**config.mk**
```make
export PLATFORM = sky130hd
export DESIGN_NAME = tcdm_bank_rr_arbiter_flat
export DESIGN_NICKNAME = d
export VERILOG_FILES = /design/src/rtl/tcdm_bank_rr_arbiter_if.sv /design/src/rtl/tcdm_bank_rr_arbiter.sv /design/src/flat_wrapper.sv
export SDC_FILE = /design/constraint.sdc
export NUM_CORES = 1
export LEC_CHECK = 0
export ABC_CLOCK_PERIOD_IN_PS = 5800
export CAP_MARGIN = 20
export CELL_PAD_IN_SITES_DETAIL_PLACEMENT = 0
export CELL_PAD_IN_SITES_GLOBAL_PLACEMENT = 1
export CORE_AREA = 2 2 167 169
export CTS_BUF_LIST = sky130_fd_sc_hd__clkbuf_16
export DETAILED_ROUTE_END_ITERATION = 8
export DIE_AREA = 0 0 169 171
export GPL_TIMING_DRIVEN = 0
export PLACE_DENSITY_LB_ADDON = 0.1
export SLEW_MARGIN = 20
export SYNTH_ARGS = -nofsm -noshare
export SYNTH_HDL_FRONTEND = slang
export SYNTH_SLANG_ARGS = --single-unit
```
**constraint.sdc**
```tcl
create_clock -name clk_i -period 5.8 [get_ports clk_i]
set_input_delay 1.16 -clock clk_i [delete_from_list [all_inputs] [get_ports clk_i]]
set_output_delay 1.16 -clock clk_i [all_outputs]
set_load 0.02 [all_outputs]
```
**src/rtl/tcdm_bank_rr_arbiter_if.sv**
```systemverilog
// Request/response bundle between NbMasters TCDM requesters, the per-bank arbiter and its SRAM bank.
// The arbiter connects through the slave modport; the requester/bank side connects through master.
interface tcdm_bank_rr_arbiter_if #(
  parameter int unsigned NbMasters = 4,
  parameter int unsigned DataWidth = 32,
  parameter int unsigned AddrWidth = 32,
  parameter int unsigned BeWidth   = DataWidth / 8,
  parameter int unsigned IdWidth   = 1
);
  logic [NbMasters-1:0]                req_i;
  logic [NbMasters-1:0][AddrWidth-1:0] add_i;
  logic [NbMasters-1:0]                wen_i;
  logic [NbMasters-1:0][DataWidth-1:0] data_i;
  logic [NbMasters-1:0][BeWidth-1:0]   be_i;
  logic [NbMasters-1:0][IdWidth-1:0]   id_i;
  logic [NbMasters-1:0]                gnt_o;
  logic [NbMasters-1:0]                r_valid_o;
  logic [DataWidth-1:0]                r_data_o;
  logic [IdWidth-1:0]                  r_id_o;

  logic                                bank_req_o;
  logic [AddrWidth-1:0]                bank_add_o;
  logic                                bank_wen_o;
  logic [DataWidth-1:0]                bank_data_o;
  logic [BeWidth-1:0]                  bank_be_o;
  logic [IdWidth-1:0]                  bank_id_o;
  logic                                bank_gnt_i;
  logic [DataWidth-1:0]                bank_r_data_i;

  modport slave (
    input  req_i, add_i, wen_i, data_i, be_i, id_i, bank_gnt_i, bank_r_data_i,
    output gnt_o, r_valid_o, r_data_o, r_id_o,
           bank_req_o, bank_add_o, bank_wen_o, bank_data_o, bank_be_o, bank_id_o
  );

  modport master (
    output req_i, add_i, wen_i, data_i, be_i, id_i, bank_gnt_i, bank_r_data_i,
    input  gnt_o, r_valid_o, r_data_o, r_id_o,
           bank_req_o, bank_add_o, bank_wen_o, bank_data_o, bank_be_o, bank_id_o
  );
endinterface

```
**src/rtl/tcdm_bank_rr_arbiter.sv**
```systemverilog
// Round-robin arbiter in front of one TCDM bank: muxes NbMasters requesters onto the bank,
// locks the selection while the bank stalls, and steers the 1-cycle response to its owner.
module tcdm_bank_rr_arbiter #(
  parameter int unsigned NbMasters = 4,
  parameter int unsigned DataWidth = 32,
  parameter int unsigned AddrWidth = 32,
  parameter int unsigned BeWidth   = DataWidth / 8,
  parameter int unsigned IdWidth   = 1
) (
  input logic                    clk_i,
  input logic                    rst_ni,
  tcdm_bank_rr_arbiter_if.slave  bus
);
  localparam int unsigned SelWidth = (NbMasters > 1) ? $clog2(NbMasters) : 1;
  localparam logic [SelWidth-1:0] LastIdx = SelWidth'(NbMasters - 1);

  logic [SelWidth-1:0]  prio_q;
  logic [SelWidth-1:0]  locked_sel_q;
  logic [SelWidth-1:0]  resp_owner_q;
  logic                 lock_q;
  logic                 resp_pending_q;
  logic [IdWidth-1:0]   r_id_q;

  logic [SelWidth-1:0]  sel;
  logic                 bank_req;
  logic                 handshake;
  logic [AddrWidth-1:0] sel_add;
  logic                 sel_wen;
  logic [DataWidth-1:0] sel_data;
  logic [BeWidth-1:0]   sel_be;
  logic [IdWidth-1:0]   sel_id;

  assign bank_req  = |bus.req_i;
  assign handshake = bank_req & bus.bank_gnt_i;

  // First requester at or after prio_q (circular); a stalled request keeps the bank.
  always_comb begin
    int unsigned idx;
    logic        found;
    sel   = prio_q;
    idx   = 0;
    found = 1'b0;
    for (int unsigned i = 0; i < NbMasters; i++) begin
      idx = 32'(prio_q) + i;
      if (idx >= NbMasters) begin
        idx = idx - NbMasters;
      end
      if (!found && bus.req_i[SelWidth'(idx)]) begin
        sel   = SelWidth'(idx);
        found = 1'b1;
      end
    end
    if (lock_q) begin
      sel = locked_sel_q;
    end
  end

  always_comb begin
    sel_add  = '0;
    sel_wen  = 1'b0;
    sel_data = '0;
    sel_be   = '0;
    sel_id   = '0;
    if (bank_req) begin
      sel_add  = bus.add_i[sel];
      sel_wen  = bus.wen_i[sel];
      sel_data = bus.data_i[sel];
      sel_be   = bus.be_i[sel];
      sel_id   = bus.id_i[sel];
    end
  end

  assign bus.bank_req_o  = bank_req;
  assign bus.bank_add_o  = sel_add;
  assign bus.bank_wen_o  = sel_wen;
  assign bus.bank_data_o = sel_data;
  assign bus.bank_be_o   = sel_be;
  assign bus.bank_id_o   = sel_id;

  always_comb begin
    bus.gnt_o = '0;
    if (handshake) begin
      bus.gnt_o[sel] = 1'b1;
    end
  end

  // Response is suppressed while reset is low so a handshake just before reset never surfaces.
  always_comb begin
    bus.r_valid_o = '0;
    if (resp_pending_q && rst_ni) begin
      bus.r_valid_o[resp_owner_q] = 1'b1;
    end
  end

  assign bus.r_data_o = bus.bank_r_data_i;
  assign bus.r_id_o   = rst_ni ? r_id_q : '0;

  always_ff @(posedge clk_i) begin
    if (!rst_ni) begin
      prio_q         <= '0;
      lock_q         <= 1'b0;
      locked_sel_q   <= '0;
      resp_pending_q <= 1'b0;
      resp_owner_q   <= '0;
      r_id_q         <= '0;
    end else begin
      resp_pending_q <= handshake;
      if (handshake) begin
        lock_q       <= 1'b0;
        prio_q       <= (sel == LastIdx) ? '0 : sel + SelWidth'(1);
        resp_owner_q <= sel;
        r_id_q       <= sel_id;
      end else if (bank_req) begin
        lock_q       <= 1'b1;
        locked_sel_q <= sel;
      end
    end
  end
endmodule
```
**src/flat_wrapper.sv**
```systemverilog
// flat-port wrapper written by rule: the top's interface ports become plain ports
module tcdm_bank_rr_arbiter_flat 
#(
  parameter int unsigned NbMasters = 4,
  parameter int unsigned DataWidth = 32,
  parameter int unsigned AddrWidth = 32,
  parameter int unsigned BeWidth   = DataWidth / 8,
  parameter int unsigned IdWidth   = 1
)
  (clk_i, rst_ni, bus_req_i, bus_add_i, bus_wen_i, bus_data_i, bus_be_i, bus_id_i, bus_bank_gnt_i, bus_bank_r_data_i, bus_gnt_o, bus_r_valid_o, bus_r_data_o, bus_r_id_o, bus_bank_req_o, bus_bank_add_o, bus_bank_wen_o, bus_bank_data_o, bus_bank_be_o, bus_bank_id_o);
  tcdm_bank_rr_arbiter_if #(.NbMasters(NbMasters), .DataWidth(DataWidth), .AddrWidth(AddrWidth), .BeWidth(BeWidth), .IdWidth(IdWidth)) bus_i ();
  input logic clk_i;
  input logic rst_ni;
  input wire logic [$bits(bus_i.req_i)-1:0] bus_req_i;
  input wire logic [$bits(bus_i.add_i)-1:0] bus_add_i;
  input wire logic [$bits(bus_i.wen_i)-1:0] bus_wen_i;
  input wire logic [$bits(bus_i.data_i)-1:0] bus_data_i;
  input wire logic [$bits(bus_i.be_i)-1:0] bus_be_i;
  input wire logic [$bits(bus_i.id_i)-1:0] bus_id_i;
  input wire logic [$bits(bus_i.bank_gnt_i)-1:0] bus_bank_gnt_i;
  input wire logic [$bits(bus_i.bank_r_data_i)-1:0] bus_bank_r_data_i;
  output wire logic [$bits(bus_i.gnt_o)-1:0] bus_gnt_o;
  output wire logic [$bits(bus_i.r_valid_o)-1:0] bus_r_valid_o;
  output wire logic [$bits(bus_i.r_data_o)-1:0] bus_r_data_o;
  output wire logic [$bits(bus_i.r_id_o)-1:0] bus_r_id_o;
  output wire logic [$bits(bus_i.bank_req_o)-1:0] bus_bank_req_o;
  output wire logic [$bits(bus_i.bank_add_o)-1:0] bus_bank_add_o;
  output wire logic [$bits(bus_i.bank_wen_o)-1:0] bus_bank_wen_o;
  output wire logic [$bits(bus_i.bank_data_o)-1:0] bus_bank_data_o;
  output wire logic [$bits(bus_i.bank_be_o)-1:0] bus_bank_be_o;
  output wire logic [$bits(bus_i.bank_id_o)-1:0] bus_bank_id_o;
  assign bus_i.req_i = bus_req_i;
  assign bus_i.add_i = bus_add_i;
  assign bus_i.wen_i = bus_wen_i;
  assign bus_i.data_i = bus_data_i;
  assign bus_i.be_i = bus_be_i;
  assign bus_i.id_i = bus_id_i;
  assign bus_i.bank_gnt_i = bus_bank_gnt_i;
  assign bus_i.bank_r_data_i = bus_bank_r_data_i;
  assign bus_gnt_o = bus_i.gnt_o;
  assign bus_r_valid_o = bus_i.r_valid_o;
  assign bus_r_data_o = bus_i.r_data_o;
  assign bus_r_id_o = bus_i.r_id_o;
  assign bus_bank_req_o = bus_i.bank_req_o;
  assign bus_bank_add_o = bus_i.bank_add_o;
  assign bus_bank_wen_o = bus_i.bank_wen_o;
  assign bus_bank_data_o = bus_i.bank_data_o;
  assign bus_bank_be_o = bus_i.bank_be_o;
  assign bus_bank_id_o = bus_i.bank_id_o;
  tcdm_bank_rr_arbiter #(.NbMasters(NbMasters), .DataWidth(DataWidth), .AddrWidth(AddrWidth), .BeWidth(BeWidth), .IdWidth(IdWidth)) u_core (.clk_i(clk_i), .rst_ni(rst_ni), .bus(bus_i));
endmodule
```
# Word level (Yosys, flattened, before mapping)
# Cells that the tools add are included.
[totals] register_bits=9 in_bits=319
[classes] addsub=8 magnitude_cmp=12 n_eq_ne=1 mux=43 n_bitwise=3 reduce_logical=12
[op_table] operator="32-bit binary-select mux with 2-bit select" count=2
[op_table] operator="32-bit 2-to-1 mux" count=4
[op_table] operator="2-bit 2-to-1 mux" count=10
[op_table] operator="2-bit by 3-bit less-than comparator with 1-bit output, second input constant" count=6
[op_table] operator="4-bit 2-to-1 mux" count=4
[op_table] operator="1-bit 2-to-1 mux" count=14
[op_table] operator="1-bit binary-select mux with 2-bit select" count=6
[op_table] operator="3-bit >= comparator, second input constant" count=3
[op_table] operator="4-bit binary-select mux with 2-bit select" count=1
[op_table] operator="2-bit by 1-bit subtractor with 2-bit output, second input constant" count=4
[op_table] operator="2-bit by 2-bit adder with 3-bit output, second input constant" count=2
[op_table] operator="1-bit logical AND" count=6
[op_table] operator="1-bit demux with 2-bit select" count=2
[op_table] operator="2-bit by 1-bit >= comparator with 1-bit output, second input constant" count=2
[op_table] operator="4-bit OR reduction" count=1
[op_table] operator="2-bit by 1-bit adder with 3-bit output, second input constant" count=1
[op_table] operator="2-bit by 3-bit >= comparator with 1-bit output, second input constant" count=1
[op_table] operator="1-bit zero test" count=3
[op_table] operator="2-bit by 1-bit adder with 2-bit output, second input constant" count=1
[op_table] operator="2-bit equality test, second input constant" count=1
[op_table] operator="1-bit NOT" count=2
[op_table] operator="2-bit AND reduction" count=1
[op_table] operator="2-bit OR reduction" count=1
[op_table] operator="1-bit bitwise AND" count=1

# Logic depth before layout (Yosys ltp)
# Gate-level depths: netlist (run 1).
[logic_depth] word_depth=20 depth_mapped=9 ltp_nobuf=7

# Worst setup path before layout (run 1)
# OpenSTA, ideal clock, no wires.
[synth_timing] path_type="input -> output" startpoint="input bus_req_i[2]" endpoint="output bus_bank_be_o[0]" t_arrival_ns=2.615 slack_ns=2.025 cell_stages=8 path_buffers=3 cell_sequence="nor2b_1 > o311ai_2 > and2_1 > buf_4 > nand2_1 > buf_2 > buf_2 > o22ai_1"
[synth_between] elab_chain_len=16 word_cells_on_any_way=26 classes_between="mux: 19; reduce/logical: 7"
[synth_lines] item="start: declaration" line_no="flat_wrapper.sv:14" source="input wire logic [$bits(bus_i.req_i)-1:0] bus_req_i;"
[synth_lines] item="1-bit binary-select mux with 2-bit select" line_no="tcdm_bank_rr_arbiter.sv:48" source="if (!found && bus.req_i[SelWidth'(idx)]) begin"
[synth_lines] item="1-bit 2-to-1 mux (implied by the code)" line_no="tcdm_bank_rr_arbiter.sv:48"
[synth_lines] item="1-bit 2-to-1 mux" line_no="tcdm_bank_rr_arbiter.sv:48"
[synth_lines] item="1-bit zero test" line_no="tcdm_bank_rr_arbiter.sv:48"
[synth_lines] item="1-bit logical AND" line_no="tcdm_bank_rr_arbiter.sv:48"
[synth_lines] item="1-bit 2-to-1 mux" line_no="tcdm_bank_rr_arbiter.sv:48"
[synth_lines] item="1-bit zero test" line_no="tcdm_bank_rr_arbiter.sv:48"
[synth_lines] item="1-bit logical AND" line_no="tcdm_bank_rr_arbiter.sv:48"
[synth_lines] item="1-bit 2-to-1 mux" line_no="tcdm_bank_rr_arbiter.sv:48"
[synth_lines] item="1-bit zero test" line_no="tcdm_bank_rr_arbiter.sv:48"
[synth_lines] item="1-bit logical AND" line_no="tcdm_bank_rr_arbiter.sv:48"
[synth_lines] item="2-bit 2-to-1 mux" line_no="tcdm_bank_rr_arbiter.sv:48"
[synth_lines] item="2-bit 2-to-1 mux" line_no="tcdm_bank_rr_arbiter.sv:53" source="if (lock_q) begin"
[synth_lines] item="4-bit binary-select mux with 2-bit select" line_no="tcdm_bank_rr_arbiter.sv:68" source="sel_be = bus.be_i[sel];"
[synth_lines] item="4-bit 2-to-1 mux (implied by the code)" line_no="tcdm_bank_rr_arbiter.sv:68"
[synth_lines] item="4-bit 2-to-1 mux *" line_no="tcdm_bank_rr_arbiter.sv:64" source="if (bank_req) begin"
[synth_lines] item="end: declaration" line_no="flat_wrapper.sv:30" source="output wire logic [$bits(bus_i.bank_be_o)-1:0] bus_bank_be_o;"
# Every way passes the cells marked *; elsewhere a longest branch is shown, timed or not. The select of a mux whose other input is x is not followed.

# Worst setup path after layout (run 1)
[layout_timing] startpoint="input bus_req_i[0]" endpoint="output bus_bank_be_o[0]"
# The elaborated chain is that of the path after synthesis.

==> parameters.txt, run 1 <==
Parameter                              Value

Worst hold path
  Classification of the worst-slack hold path    reg -> reg

Critical path
  Register-to-register setup slack    roughly 3.8 ns
  Capture point of the worst reg-to-reg path    u_core.r_id_q$_SDFFE_PN0P_
  Highest net fanout along the worst path    10
  Worst setup path category    in -> out
  Kind of start point of the critical path    input pin
  R2r startpoint    u_core.prio_q[0]$_SDFFE_PN0P_
  Capturing element of the worst setup path    bus_bank_be_o[0]
  Arrival time of data at the critical path endpoint    4.10 ns
  Capturing element type of the critical path    output pin
  Worst endpoint required time    4.64 ns
  Origin of the worst setup path    bus_req_i[0]
  Length in cells of the worst reg-to-reg path    7

STA
  Slew at the pin closest to its max-slew limit    0.592 ns
  RSZ-0062 raised after global routing    false
  Post-Route Skew    0.00107 ns
  Sum Neg Setup Slack    0 ns
  Achievable Freq    between 150 and 200 MHz
  Shortest clock period the worst path allows after layout    between 5 and 6 ns
  Final Hold Viols    0
  Number of setup violations in the final report    0
  Max transition margin    around 61%
  Worst hold margin    slightly below 0.5 ns
  Final cycle utilization of the critical path    90.8%
  Max-slew violations    0

Pwr
  Leak    approximately 3.3 nW
  Maximum ir drop on the vdd rail    just under 70 µV
  Cell Pwr Density    182 nW/µm²

Drt
  Wire length after detailed routing    between 15000 and 20000 µm
  DRC violation total after the first TritonRoute iteration    83
  Vias per std cell    3.92
  Total via count in the routed design    approximately 4300
  Drc violations    0
  DRT antenna net count    0
  Mean routed wirelength per cell    17.7 µm
  Length of the first detailed-routing pass in iterations    5

Synthesis
  Yosys warnings    0
  Area fraction in compound gates after synthesis    20.1%
  Post-Synthesis Cells    346
  Synthesized cell area    2820 µm²
  Avg Synthesized Cell Area    8.15 µm²
  Share of cell area taken by muxes after synthesis    49.7%
  Predominant post-synthesis flop cell    sky130_fd_sc_hd__dfxtp_1
  Post-synth net total    ~670
  Synth Area in Adders    0.444%
  Share of synthesized cell area in and, or, nand and nor gates    6.70%
  Share of async-settable or async-resettable flops after synthesis    0%
  Cell variety after synth    29
  Synth Area in XOR/XNOR    0%
  Count of flip-flops with a built-in enable after synthesis    0
  Part of the Yosys area used for sequential elements    6.39%
  Main combinational cell family by area after synthesis    multiplexers
  Post-synthesis sequential element count    9

CTS
  Number of levels in the clock H-tree    1
  Total number of clock tree sinks    9
  CTS max path bufs    2
  Root cell of the clock tree    sky130_fd_sc_hd__clkbuf_16
  Insertion delay to the later sink of the worst-skew pair    around 0.23 ns
  Number of hold buffers added after CTS    0
  Clk slew on worst S/H paths    0.04 ns
  Total CTS buffers    3
  TritonCTS clock tree    done
  Number of setup buffers added after CTS    0

Floorplan
  Core Area    27300 µm²
  Area enclosed by the die boundary    28900 µm²
  Vertical die dimension    ~170 µm
  Cell Rows    61
  Floorplan die width    169 µm
  Top-level port count    431
  Starting utilization of the core area    10.3%

Place
  Placed wire-length estimate    around 17000 µm
  Cells after DPL    1090
  Buffers added on ports    398
  Final weighted congestion in routability-driven placement    0.831
  Cell area reported after detailed placement    slightly above 7000 µm²

Run status
  Outcome    completed

Global routing
  Via count of the first global-routing pass    4537
  Largest net degree at the start of global routing    11
  Global-route wire length before repair    27100 µm
  Total congestion overflow after global routing    0
  Global router's overall resource usage    12.2%
  Initial antenna violation count    0

Layout
  Inserted Diodes    0
  Layout cell share with drive strength beyond 1    about 8.2%
  Top library cells by usage in the layout, fill and taps aside    sky130_fd_sc_hd__clkdlybuf4s50_1, sky130_fd_sc_hd__mux2i_1, sky130_fd_sc_hd__o22ai_1, sky130_fd_sc_hd__buf_4, sky130_fd_sc_hd__clkbuf_1
  Final layout net count    between 1000 and 1500
  Non-Filler Cell Area, Final    7320 µm²
  Syn-to-layout area delta    160%
  Count of non-filler cells in the finished layout    1094
  Leading cell type in the layout, fill and taps excluded    sky130_fd_sc_hd__clkdlybuf4s50_1
  Post-layout utilization of the core    26.8%

Run
  Number of max-cap violations    0
## flip-flops by register name (all words and copies together), names as in the netlist
signal	count
u_core.lock_q	1
u_core.prio_q	2
u_core.locked_sel_q	2
u_core.resp_pending_q	1
u_core.resp_owner_q	2
u_core.r_id_q	1
## worst max-delay path: stages
cell	delay, ns
sky130_fd_sc_hd__clkdlybuf4s50_1	0.57
sky130_fd_sc_hd__nor2b_1	0.09
sky130_fd_sc_hd__o311ai_2	0.33
sky130_fd_sc_hd__and2_1	0.18
sky130_fd_sc_hd__buf_4	0.14
sky130_fd_sc_hd__nand2_1	0.25
sky130_fd_sc_hd__buf_2	0.33
sky130_fd_sc_hd__buf_2	0.23
sky130_fd_sc_hd__o22ai_1	0.17
sky130_fd_sc_hd__clkdlybuf4s50_1	0.64
## routing by layer
metal,track usage [%],vias to the layer above,part of all wire (%)
li1,-,2105,-
met1,13.3,1979,37
met2,24.9,192,56
met3,2.54,10,6.3
met4,1.19,0,0.79
met5,0,-,0
## power by group
part | switching (W) | internal, W | total (W) | leakage, nW
clock network | 0.0000285 | 0.0000899 | 0.000118 | 0.0423
registers | 0.00000591 | 0.0000682 | 0.0000741 | 0.0746
logic | 0.000539 | 0.000600 | 0.00114 | 3.14
## Yosys cell counts (2+ instances only)
cell / instances / share of area [%]
sky130_fd_sc_hd__nor3_1: 3 / 0.53
sky130_fd_sc_hd__mux2i_1: 140 / 50
sky130_fd_sc_hd__o211a_1: 2 / 0.71
sky130_fd_sc_hd__clkbuf_1: 12 / 1.6
sky130_fd_sc_hd__a21oi_1: 3 / 0.53
sky130_fd_sc_hd__buf_2: 11 / 2.0
sky130_fd_sc_hd__o21ai_0: 3 / 0.53
sky130_fd_sc_hd__buf_6: 9 / 3.6
sky130_fd_sc_hd__nor2_1: 11 / 1.5
sky130_fd_sc_hd__buf_4: 33 / 8.8
sky130_fd_sc_hd__a21boi_1: 3 / 0.80
sky130_fd_sc_hd__dfxtp_1: 9 / 6.4
sky130_fd_sc_hd__o22ai_1: 69 / 15
sky130_fd_sc_hd__nand2b_1: 5 / 1.1
sky130_fd_sc_hd__nor2b_1: 4 / 0.89
sky130_fd_sc_hd__and2_1: 3 / 0.67
sky130_fd_sc_hd__inv_1: 4 / 0.53
sky130_fd_sc_hd__nand2_1: 9 / 1.2
sky130_fd_sc_hd__inv_2: 2 / 0.27
sky130_fd_sc_hd__a221oi_1: 2 / 0.62
## layout make-up
| class | instances | area (µm²) |
|---|---|---|
| inverter | 6 | 22.5 |
| timing repair buffer | 398 | 3980 |
| tap | 346 | 433 |
| clock buffer | 3 | 75.1 |
| clock inverter | 1 | 3.75 |
| buffer | 65 | 449 |
| multi-input combinational | 266 | 2170 |
| fill | 2957 | 20000 |
| sequential | 9 | 180 |
## kinds of logic after synthesis
group                    after synthesis
flip-flops                             9
multiplexers                         140
buffers and inverters                 71
AO/OA/AOI/OAI                         86
adder cells (fa/ha/maj)                1
AND/OR/NAND/NOR                       39
## through the flow
stage                     worst slack [ns]  total power, W
final                                0.535         0.00133
after global routing                 0.248         0.00142
after floorplan                       2.03        0.000643
after detailed placement             0.300         0.00123
after CTS                            0.291         0.00136
after global placement               0.305         0.00123
## worst min path at each step
stage	from	cells after the start	slack, ns	end
6_report	u_core.r_id_q$_SDFFE_PN0P_	2	0.49	u_core.r_id_q$_SDFFE_PN0P_
3_5_place_dp	u_core.r_id_q$_SDFFE_PN0P_	2	0.49	u_core.r_id_q$_SDFFE_PN0P_
2_1_floorplan	u_core.r_id_q$_SDFFE_PN0P_	2	0.46	u_core.r_id_q$_SDFFE_PN0P_
3_3_place_gp	u_core.r_id_q$_SDFFE_PN0P_	2	0.48	u_core.r_id_q$_SDFFE_PN0P_
5_1_grt	u_core.locked_sel_q[1]$_SDFFE_PN0P_	1	0.54	u_core.locked_sel_q[1]$_SDFFE_PN0P_
4_1_cts	u_core.r_id_q$_SDFFE_PN0P_	2	0.50	u_core.r_id_q$_SDFFE_PN0P_
## what timing repair did
action / in CTS / in global routing
endpoints found under the setup margin: 0 / 8
gates resized for setup: 0 / 1
hold endpoints to repair: 0 / 0
No activity file was read; power rests on OpenSTA's default activity.
==> run 2: changes to the inputs <==
Settings changed: ABC_CLOCK_PERIOD_IN_PS 5800 to 5400, CORE_AREA 2 2 167 169 to 2 2 168 170, DIE_AREA 0 0 169 171 to 0 0 170 172.
Clock period 5.8 ns to 5.4 ns, I/O delays scaled along.
==> run 2 against run 1 <==
Clock skew is essentially flat; via count is essentially flat; count of clock-buffer cells in the layout is the same; critical path depth is the same; register-to-register slack lost 0.38 ns; clock power grew 8%; global-route usage shrank 0.30 points; sequential cell count is the same; core utilization shrank 0.13 points; largest cell class unchanged.
==> parameters.txt, run 2 (synthesis results as in run 1) <==
Parameter                              Value

Run status
  Outcome    completed

Place
  Final weighted congestion in routability-driven placement    0.760 (-8.6%)
  Cell area reported after detailed placement    7240 µm² (unchanged)
  Buffers added on ports    398 (unchanged)
  Cells after DPL    1090 (unchanged)
  Placed wire-length estimate    16300 µm (-1.7%)

CTS
  Number of levels in the clock H-tree    1 (unchanged)
  CTS max path bufs    2 (unchanged)
  TritonCTS clock tree    done
  Clk slew on worst S/H paths    0.04 ns (about the same)
  Total CTS buffers    3 (unchanged)
  Number of setup buffers added after CTS    0 (unchanged)
  Insertion delay to the later sink of the worst-skew pair    0.23 ns (about the same)
  Root cell of the clock tree    sky130_fd_sc_hd__clkbuf_16
  Total number of clock tree sinks    9 (unchanged)

STA
  Max-slew violations    0 (unchanged)
  Achievable Freq    around 200 MHz
  Max transition margin    63.0% (+2.4 points)
  Number of setup violations in the final report    0 (unchanged)
  Post-Route Skew    0.00100 ns (-0.0000685 ns)
  Final cycle utilization of the critical path    93.6%
  Sum Neg Setup Slack    0 ns (unchanged)
  RSZ-0062 raised after global routing    false
  Slew at the pin closest to its max-slew limit    0.556 ns (-0.0365 ns)
  Final Hold Viols    0 (unchanged)
  Shortest clock period the worst path allows after layout    5.05 ns

Layout
  Leading cell type in the layout, fill and taps excluded    sky130_fd_sc_hd__clkdlybuf4s50_1
  Number of inserted filler cells in the final layout    2939 (-0.61%)
  Final layout net count    1069 (unchanged)
  Top library cells by usage in the layout, fill and taps aside    sky130_fd_sc_hd__clkdlybuf4s50_1, sky130_fd_sc_hd__mux2i_1, sky130_fd_sc_hd__o22ai_1, sky130_fd_sc_hd__buf_4, sky130_fd_sc_hd__clkbuf_1
  Syn-to-layout area delta    160% (about the same)
  Layout cell share with drive strength beyond 1    8.29% (+0.13 points)
  Largest registers    u_core.locked_sel_q x2, u_core.prio_q x2, u_core.resp_owner_q x2
  Count of non-filler cells in the finished layout    1095 (+0.091%)
  Non-Filler Cell Area, Final    7330 µm² (about the same)

Critical path
  R2r startpoint    u_core.prio_q[0]$_SDFFE_PN0P_
  Capturing element type of the critical path    output pin
  Worst endpoint required time    4.32 ns (-0.32 ns)
  Register-to-register setup slack    3.38 ns (-0.38 ns)
  Capture point of the worst reg-to-reg path    u_core.r_id_q$_SDFFE_PN0P_
  Kind of start point of the critical path    input pin
  Length in cells of the worst reg-to-reg path    7 (unchanged)
  Highest net fanout along the worst path    10 (unchanged)
  Worst setup path category    in -> out
  Arrival time of data at the critical path endpoint    3.97 ns (-0.13 ns)

Drt
  Length of the first detailed-routing pass in iterations    4 (-1)
  Wire length after detailed routing    19300 µm (-0.48%)
  Total via count in the routed design    4289 (+0.070%)
  Mean routed wirelength per cell    17.6 µm (-0.57%)
  Vias per std cell    3.92 (about the same)
  DRT antenna net count    0 (unchanged)
  DRC violation total after the first TritonRoute iteration    71 (-14%)
  Drc violations    0 (unchanged)

Global routing
  Largest net degree at the start of global routing    11 (unchanged)
  Total congestion overflow after global routing    0 (unchanged)
  Global router's overall resource usage    11.9% (-0.30 points)
  Via count of the first global-routing pass    4580 (+0.95%)
  Initial antenna violation count    2 (+2)
  Global-route wire length before repair    26600 µm (-1.9%)

Floorplan
  Vertical die dimension    172 µm (+0.58%)
  Starting utilization of the core area    10.3% (-0.057 points)
  Floorplan die width    170 µm (+0.59%)
  Cell Rows    61 (unchanged)
  Top-level port count    431 (unchanged)
  Core Area    27500 µm² (+0.56%)
  Area enclosed by the die boundary    29200 µm² (+1.2%)

Worst hold path
  Classification of the worst-slack hold path    reg -> reg
  Worst min-delay path startpoint    u_core.locked_sel_q[1]$_SDFFE_PN0P_
  Hold-critical path endpoint    u_core.locked_sel_q[1]$_SDFFE_PN0P_
  Min-Delay Path Depth    1 (-1)

Pwr
  Leak    3.25 nW (about the same)
  Cell Pwr Density    196 nW/µm² (+7.6%)
  Maximum ir drop on the vdd rail    77.5 µV (+15%)
  Total power consumption of the routed design    0.00143 W (+7.7%)

Run
  Number of max-cap violations    0 (unchanged)
## run 2: cell types whose count changed in the layout (fill, tap and decap cells not counted), sizes merged
cell   previous run  this run
diode             0         1
## run 2: area by class of cell
class	count	area, µm²	share of cell area [%]
Clock inverter	1	3.75	0.0512
Antenna cell	1	2.50	0.0342
Timing Repair Buffer	398	3980	54.4
Inverter	6	22.5	0.307
Tap cell	346	433	5.91
Clock buffer	3	75.1	1.02
Multi-Input combinational cell	266	2180	29.7
Sequential cell	9	180	2.46
Buffer	65	449	6.13
## run 2: critical path, cell delays in order
cell	delay, ns
sky130_fd_sc_hd__clkdlybuf4s50_1	0.58
sky130_fd_sc_hd__nor2b_1	0.08
sky130_fd_sc_hd__o311ai_2	0.35
sky130_fd_sc_hd__and2_1	0.18
sky130_fd_sc_hd__buf_4	0.15
sky130_fd_sc_hd__inv_2	0.06
sky130_fd_sc_hd__nand2_2	0.23
sky130_fd_sc_hd__clkbuf_1	0.46
sky130_fd_sc_hd__o22ai_1	0.20
sky130_fd_sc_hd__clkdlybuf4s50_1	0.59
## run 2: how the worst max path moves through the flow
stage | start | depth (start not counted) | slack, ns | end
CTS | bus_req_i[3] | 8 | 0.01 | bus_bank_data_o[23]
detailed placement | bus_req_i[3] | 8 | 0.03 | bus_bank_data_o[23]
floorplan | bus_req_i[2] | 8 | 1.79 | bus_bank_be_o[0]
global placement | bus_req_i[3] | 8 | 0.04 | bus_bank_data_o[23]
finish | bus_req_i[0] | 10 | 0.35 | bus_bank_add_o[5]
global route | bus_req_i[2] | 10 | 0.05 | bus_bank_add_o[19]
## run 2: routing by layer
metal	vias to the layer above	share of wire (%)	GRT usage, %
li1	2103	-	-
met1	1942	35	12.3
met2	228	53	23.9
met3	14	9.7	3.89
met4	2	1.2	1.60
met5	-	0.036	0
## run 2: per-stage QoR
stage          setup WS, ns  utilization (%)  hold slack, ns
2_1_floorplan          1.79                -           0.456
3_3_place_gp         0.0415             26.3           0.487
3_5_place_dp         0.0349             26.3           0.496
4_1_cts              0.0114             26.6           0.505
5_1_grt              0.0548             26.7           0.533
6_report              0.347             26.7           0.498
## run 2: where the power goes
group / internal (W) / switching [W] / total, W
registers: 0.0000733 / 0.00000583 / 0.0000791
clock network: 0.0000967 / 0.0000318 / 0.000128
logic: 0.000645 / 0.000581 / 0.00123
total: 0.000815 / 0.000619 / 0.00143
## run 2: what timing repair did
action / 4_1_cts / 5_1_grt
resized for setup: 0 / 2
hold buffers: 0 / 0
endpoints found under the setup margin: 0 / 20
